$ cat config.mk
export PLATFORM = sky130hd
export DESIGN_NAME = number_engine_scheduler
export DESIGN_NICKNAME = d
export VERILOG_FILES = /design/src/rtl/number_sched_pkg.sv /design/src/rtl/rr_arbiter.sv /design/src/rtl/number_engine_scheduler.sv
export SDC_FILE = /design/constraint.sdc
export NUM_CORES = 1
export LEC_CHECK = 0
export BUFFER_PORTS_ARGS = -buffer_cell sky130_fd_sc_hd__buf_4
export CORE_MARGIN = 4
export CORE_UTILIZATION = 40
export CTS_CLUSTER_SIZE = 14
export DETAILED_ROUTE_END_ITERATION = 7
export PLACE_DENSITY = 0.77
export SLEW_MARGIN = 25
export SYNTH_ARGS = -nofsm -noshare
export SYNTH_HDL_FRONTEND = slang
export SYNTH_HIERARCHICAL = 1
export SYNTH_SLANG_ARGS = --single-unit
$ cat constraint.sdc
create_clock -name clock -period 8.8 [get_ports clock]
set_input_delay 0.88 -clock clock [delete_from_list [all_inputs] [get_ports clock]]
set_output_delay 0.88 -clock clock [all_outputs]
set_load 0.005 [all_outputs]
$ cat src/rtl/number_sched_pkg.sv
// Shared types and constants for number_engine_scheduler and its round-robin arbiter.
package number_sched_pkg;

  typedef enum logic [1:0] {
    StIdle,
    StLaunch,
    StWait,
    StResp
  } sched_state_e;

  localparam int unsigned DefNumReq        = 4;
  localparam int unsigned DefDataW         = 32;
  localparam int unsigned DefTimeoutCycles = 1024;

  // Width of a requester index; never below one bit.
  function automatic int unsigned id_width(input int unsigned num_req);
    return (num_req > 1) ? $clog2(num_req) : 1;
  endfunction

endpackage

$ cat src/rtl/rr_arbiter.sv
// Round-robin arbiter: grants the first set request at or after ptr_i, wrapping at NUM_REQ.
module rr_arbiter
  import number_sched_pkg::*;
#(
  parameter int unsigned NUM_REQ = DefNumReq,
  parameter int unsigned IdW     = id_width(NUM_REQ)
) (
  input  logic [NUM_REQ-1:0] req_i,
  input  logic [IdW-1:0]     ptr_i,
  input  logic               en_i,
  output logic [NUM_REQ-1:0] gnt_o,
  output logic [IdW-1:0]     idx_o
);

  logic        found;
  int unsigned cand;

  always_comb begin
    gnt_o = '0;
    idx_o = '0;
    found = 1'b0;
    cand  = 0;
    for (int unsigned i = 0; i < NUM_REQ; i++) begin
      // Explicit wrap so non-power-of-two NUM_REQ never indexes a missing requester.
      cand = 32'(ptr_i) + i;
      if (cand >= NUM_REQ) cand = cand - NUM_REQ;
      if (en_i && !found && req_i[cand[IdW-1:0]]) begin
        found                  = 1'b1;
        gnt_o[cand[IdW-1:0]]   = 1'b1;
        idx_o                  = cand[IdW-1:0];
      end
    end
  end

endmodule

$ cat src/rtl/number_engine_scheduler.sv
// Shares one go/done number engine among NUM_REQ requesters with round-robin arbitration.
// Define NUMBER_SCHED_TIMEOUT_EN to add a WAIT-state watchdog of TIMEOUT_CYCLES cycles.
module number_engine_scheduler
  import number_sched_pkg::*;
#(
  parameter int unsigned NUM_REQ        = DefNumReq,
  parameter int unsigned DATA_W         = DefDataW,
  parameter int unsigned TIMEOUT_CYCLES = DefTimeoutCycles
) (
  input  logic                         clock,
  input  logic                         reset,
  input  logic [NUM_REQ-1:0]           req_valid_i,
  input  logic [NUM_REQ*DATA_W-1:0]    req_number_i,
  output logic [NUM_REQ-1:0]           req_ready_o,
  output logic                         eng_go_o,
  output logic [DATA_W-1:0]            eng_number_o,
  input  logic                         eng_done_i,
  input  logic                         eng_result_i,
  output logic                         resp_valid_o,
  input  logic                         resp_ready_i,
  output logic [id_width(NUM_REQ)-1:0] resp_id_o,
  output logic                         resp_result_o,
  output logic                         resp_timeout_o,
  output logic                         busy_o
);

  localparam int unsigned IdW = id_width(NUM_REQ);

  if (NUM_REQ < 2 || NUM_REQ > 16 || TIMEOUT_CYCLES < 2) begin : g_param_check
    $error("number_engine_scheduler: parameter out of range");
  end

  sched_state_e       state_q, state_d;
  logic [IdW-1:0]     ptr_q, ptr_d;
  logic [IdW-1:0]     id_q, id_d;
  logic [DATA_W-1:0]  num_q, num_d;
  logic               result_q, result_d;
  logic [NUM_REQ-1:0] gnt;
  logic [IdW-1:0]     gnt_idx;

`ifdef NUMBER_SCHED_TIMEOUT_EN
  localparam int unsigned CntW = $clog2(TIMEOUT_CYCLES) + 1;
  logic [CntW-1:0] cnt_q, cnt_d;
  logic            timeout_q, timeout_d;
  logic            cnt_expired;
  assign cnt_expired = (cnt_q == CntW'(TIMEOUT_CYCLES - 1));
`endif

  rr_arbiter #(
    .NUM_REQ(NUM_REQ),
    .IdW    (IdW)
  ) u_arb (
    .req_i (req_valid_i),
    .ptr_i (ptr_q),
    .en_i  (state_q == StIdle),
    .gnt_o (gnt),
    .idx_o (gnt_idx)
  );

  always_comb begin
    state_d  = state_q;
    ptr_d    = ptr_q;
    id_d     = id_q;
    num_d    = num_q;
    result_d = result_q;
`ifdef NUMBER_SCHED_TIMEOUT_EN
    cnt_d     = cnt_q;
    timeout_d = timeout_q;
`endif
    unique case (state_q)
      StIdle: begin
        if (|gnt) begin
          state_d = StLaunch;
          id_d    = gnt_idx;
          num_d   = req_number_i[32'(gnt_idx) * DATA_W +: DATA_W];
          ptr_d   = (gnt_idx == IdW'(NUM_REQ - 1)) ? '0 : gnt_idx + 1'b1;
        end
      end
      StLaunch: begin
        state_d = StWait;
`ifdef NUMBER_SCHED_TIMEOUT_EN
        cnt_d = '0;
`endif
      end
      StWait: begin
        if (eng_done_i) begin
          state_d  = StResp;
          result_d = eng_result_i;
`ifdef NUMBER_SCHED_TIMEOUT_EN
          timeout_d = 1'b0;
        end else if (cnt_expired) begin
          state_d   = StResp;
          result_d  = 1'b0;
          timeout_d = 1'b1;
        end else begin
          cnt_d = cnt_q + 1'b1;
`endif
        end
      end
      StResp: begin
        if (resp_ready_i) state_d = StIdle;
      end
      default: state_d = StIdle;
    endcase
  end

  always_ff @(posedge clock) begin
    if (reset) begin
      state_q  <= StIdle;
      ptr_q    <= '0;
      id_q     <= '0;
      num_q    <= '0;
      result_q <= 1'b0;
    end else begin
      state_q  <= state_d;
      ptr_q    <= ptr_d;
      id_q     <= id_d;
      num_q    <= num_d;
      result_q <= result_d;
    end
  end

`ifdef NUMBER_SCHED_TIMEOUT_EN
  always_ff @(posedge clock) begin
    if (reset) begin
      cnt_q     <= '0;
      timeout_q <= 1'b0;
    end else begin
      cnt_q     <= cnt_d;
      timeout_q <= timeout_d;
    end
  end
  assign resp_timeout_o = timeout_q;
`else
  assign resp_timeout_o = 1'b0;
`endif

  assign req_ready_o   = gnt;
  assign eng_go_o      = (state_q == StLaunch);
  assign eng_number_o  = num_q;
  assign resp_valid_o  = (state_q == StResp);
  assign resp_id_o     = id_q;
  assign resp_result_o = result_q;
  assign busy_o        = (state_q != StIdle);

endmodule
==> results.toml <==
[clock_tree]
cts_setup_buffers = 0
cts_tree = "yes"
cts.sinks = 39
cts_root_buf = "clkbuf_8"
numCtsBuffers = 5
cts_resized = 0
clock_path_buffers = 2
htreeDepth = 2
cts.clk_slew.worst_paths_ns = 0.08
cts_hold_buf = 0
clk_latency_ns = 0.28

[placement]
detailed_place_hpwl_um = 6860
io_buffers = 178
place.gp.congestion = 0.904

[sta]
rsz0062_at_grt = "no"
final-hold-violation-count = 0
fin_setup_tns_ns = 0
finalCritPeriodShare_pct = 52.1
final.min_clock_period_ns = 4.59
timing.fmax_ghz = 0.218
final-setup-viol-count = 0
slew_headroom_pct = 49.2
worst_pin_slew_ns = 0.760
finClkSkew_ns = 0.00587
report.final.slew_viol_count = 0

[power_and_ir_drop]
p_int_mw = 0.644
p_leak_nw = 1.88
p_sw_mw = 0.387
ir_drop_uv = 145
p_clk_share_pct = 11.4
power_density_nw_per_um2 = 249
p_comb_share_pct = 63.8
seqPwrFrac_pct = 24.7
switching_share_pct = 37.5

[grt]
grt_pass1_wl_um = 13800
grt_pass1_vias = 2782
antenna_found_initial = 0
grt_max_degree = 35
grt_overflow = 0
groute.usage.overall_pct = 20.9

[job]
drv_cap = 0

[die]
pin_count = 180
coreArea_um2 = 6420
die_width_um = 89.8
row_count = 29
die-area_um2 = 8070
start_util_pct = 41.7
die_y_um = 89.8

[final_layout]
syn_to_final_growth_pct = 54.5
multi_input_area_um2 = 1770
nNetsFinal = 534
fin_util_pct = 64.4
final_cell_mix = "buf_4 (179), dfxtp_1 (39), mux4_2 (34), a22o_1 (32), ha_1 (13)"
final_common_cell = "buf_4"
diodes = 0
seq_area_um2 = 781
drive_gt1_share_pct = 60.8
fill_cells = 533

[worst_setup_path]
r2r_cells = 10
required_ns = 9.02
reg2reg_to = "eng_number_o[4]$_SDFFE_PP0P_"
critPathMaxFanout = 32
timing.rr.start = "ptr_q[0]$_SDFFE_PP0P_"
startpoint_type = "register"
worst_setup_path_end_kind = "register"
endpoint = "eng_number_o[4]$_SDFFE_PP0P_"
arrival_ns = 4.81
cp-startpoint = "ptr_q[0]$_SDFFE_PP0P_"
reg2reg_setup_slack_ns = 4.21
path_class = "register to register"

[routing]
vias = 2593
antenna_left = 0
wirelength_um = 8510
drc_errors = 0
routedWlPerCell_um = 18.4
firstDrtPassIters = 4
avgViaCountPerCell = 5.61
drt_iter0_drc = 64

[logic_synthesis]
yosysWarnings = 6
ys.flop_type = "dfxtp_1"
synth_top_family_by_area = "multiplexers"
synth.avg_cell_area_um2 = 12.3
synth-xor-area-share_pct = 0
yosys.cell_types.count = 40
synth_compound_area_share_pct = 19.5
synth.mux.area_fraction_pct = 32.6
netlist_instances = 217
yosysSeqAreaShare_pct = 29.2
syn-cell-area_um2 = 2680
synth_adder_area_share_pct = 6.07
async_flop_share_pct = 0
synth-edff-count = 0
synthSimpleGateAreaFrac_pct = 6.26
synth-seq-cells = 39
synthesis.nets = 367

[outcome]
status = "finished clean"

[worst_hold_path]
holdCritPathClass = "register to register"
-- per-stage QoR --
stage                     setup WS (ns)  std cells  hold WS, ns  instance area, um^2  total power, mW
after global routing               3.87        462        0.500                 4140             1.11
final                              4.21        462        0.475                 4140             1.03
after floorplan                    5.33        217        0.453                 2680            0.721
after detailed placement           4.26        453        0.461                 4020            0.915
after CTS                          4.20        461        0.475                 4110             1.04
after global placement             4.09        453        0.445                 4010            0.896
-- power by group through the flow --
stage	Sequential, mW	Combinational [mW]	Clock [mW]
2_1_floorplan	0.251	0.470	0
3_3_place_gp	0.256	0.639	0
3_5_place_dp	0.258	0.657	0
4_1_cts	0.255	0.659	0.122
5_1_grt	0.261	0.718	0.130
6_report	0.255	0.658	0.118
-- layer usage --
layer	GRT usage [%]	up-vias	wire length (um)
li1	-	1204	-
met1	22.7	1238	3020
met2	39.6	141	4560
met3	6.34	10	806
met4	4.98	0	119
met5	0	-	0
-- flip-flops by register name (all words and copies together), names as in the netlist --
| name | cells |
|---|---|
| eng_number_o | 32 |
| ptr_q | 2 |
| resp_id_o | 2 |
| resp_result_o | 1 |
| state_q | 2 |
-- kinds of logic (layout without fill, tap and decap cells) --
family,after synthesis,after routing
buffers and inverters,27,195
flip-flops,39,39
AND/OR/NAND/NOR,33,33
multiplexers,44,44
AO/OA/AOI/OAI,60,60
adder cells (fa/ha/maj),13,13
other,1,1
-- worst max-delay path: stages, from the launching register on --
cell	delay, ns
dfxtp_1	0.71
clkinv_1	0.46
ha_1	0.51
or2_2	0.32
o211ai_1	0.09
o21ai_0	0.11
and3b_2	0.31
a221o_1	0.37
o41ai_4	0.65
nor2b_4	0.74
a22o_1	0.25
-- worst min path at each step --
stage                                       startpoint                           end  slack [ns]  cells past startpoint
after floorplan             resp_result_o$_SDFFE_PP0P_    resp_result_o$_SDFFE_PP0P_        0.45                      2
after global placement      resp_result_o$_SDFFE_PP0P_    resp_result_o$_SDFFE_PP0P_        0.44                      2
after detailed placement    resp_result_o$_SDFFE_PP0P_    resp_result_o$_SDFFE_PP0P_        0.46                      2
after CTS                   resp_result_o$_SDFFE_PP0P_    resp_result_o$_SDFFE_PP0P_        0.48                      2
after global routing      eng_number_o[6]$_SDFFE_PP0P_  eng_number_o[6]$_SDFFE_PP0P_        0.50                      1
final                       resp_result_o$_SDFFE_PP0P_    resp_result_o$_SDFFE_PP0P_        0.47                      2
-- synthesized netlist by cell type (5+ instances only) --
master	count	area share, %
a22o_1	32	10
nand3_1	5	0.93
dfxtp_1	39	29
buf_2	8	1.5
ha_1	13	6.1
nor2b_1	5	1.2
mux4_2	34	29
mux2i_1	7	2.6
inv_1	6	0.84
nor2_1	8	1.1
nand2_1	7	0.98
a221o_1	5	1.9
-- cell type report --
class | count | share of cell area, %
Multi-Input combinational cell | 151 | 42.9
Timing Repair Buffer | 180 | 33.1
Sequential cell | 39 | 18.9
Tap cell | 77 | 2.33
Clock buffer | 5 | 1.66
Inverter | 7 | 0.635
Clock inverter | 3 | 0.484
No activity file was read; power rests on OpenSTA's default activity.
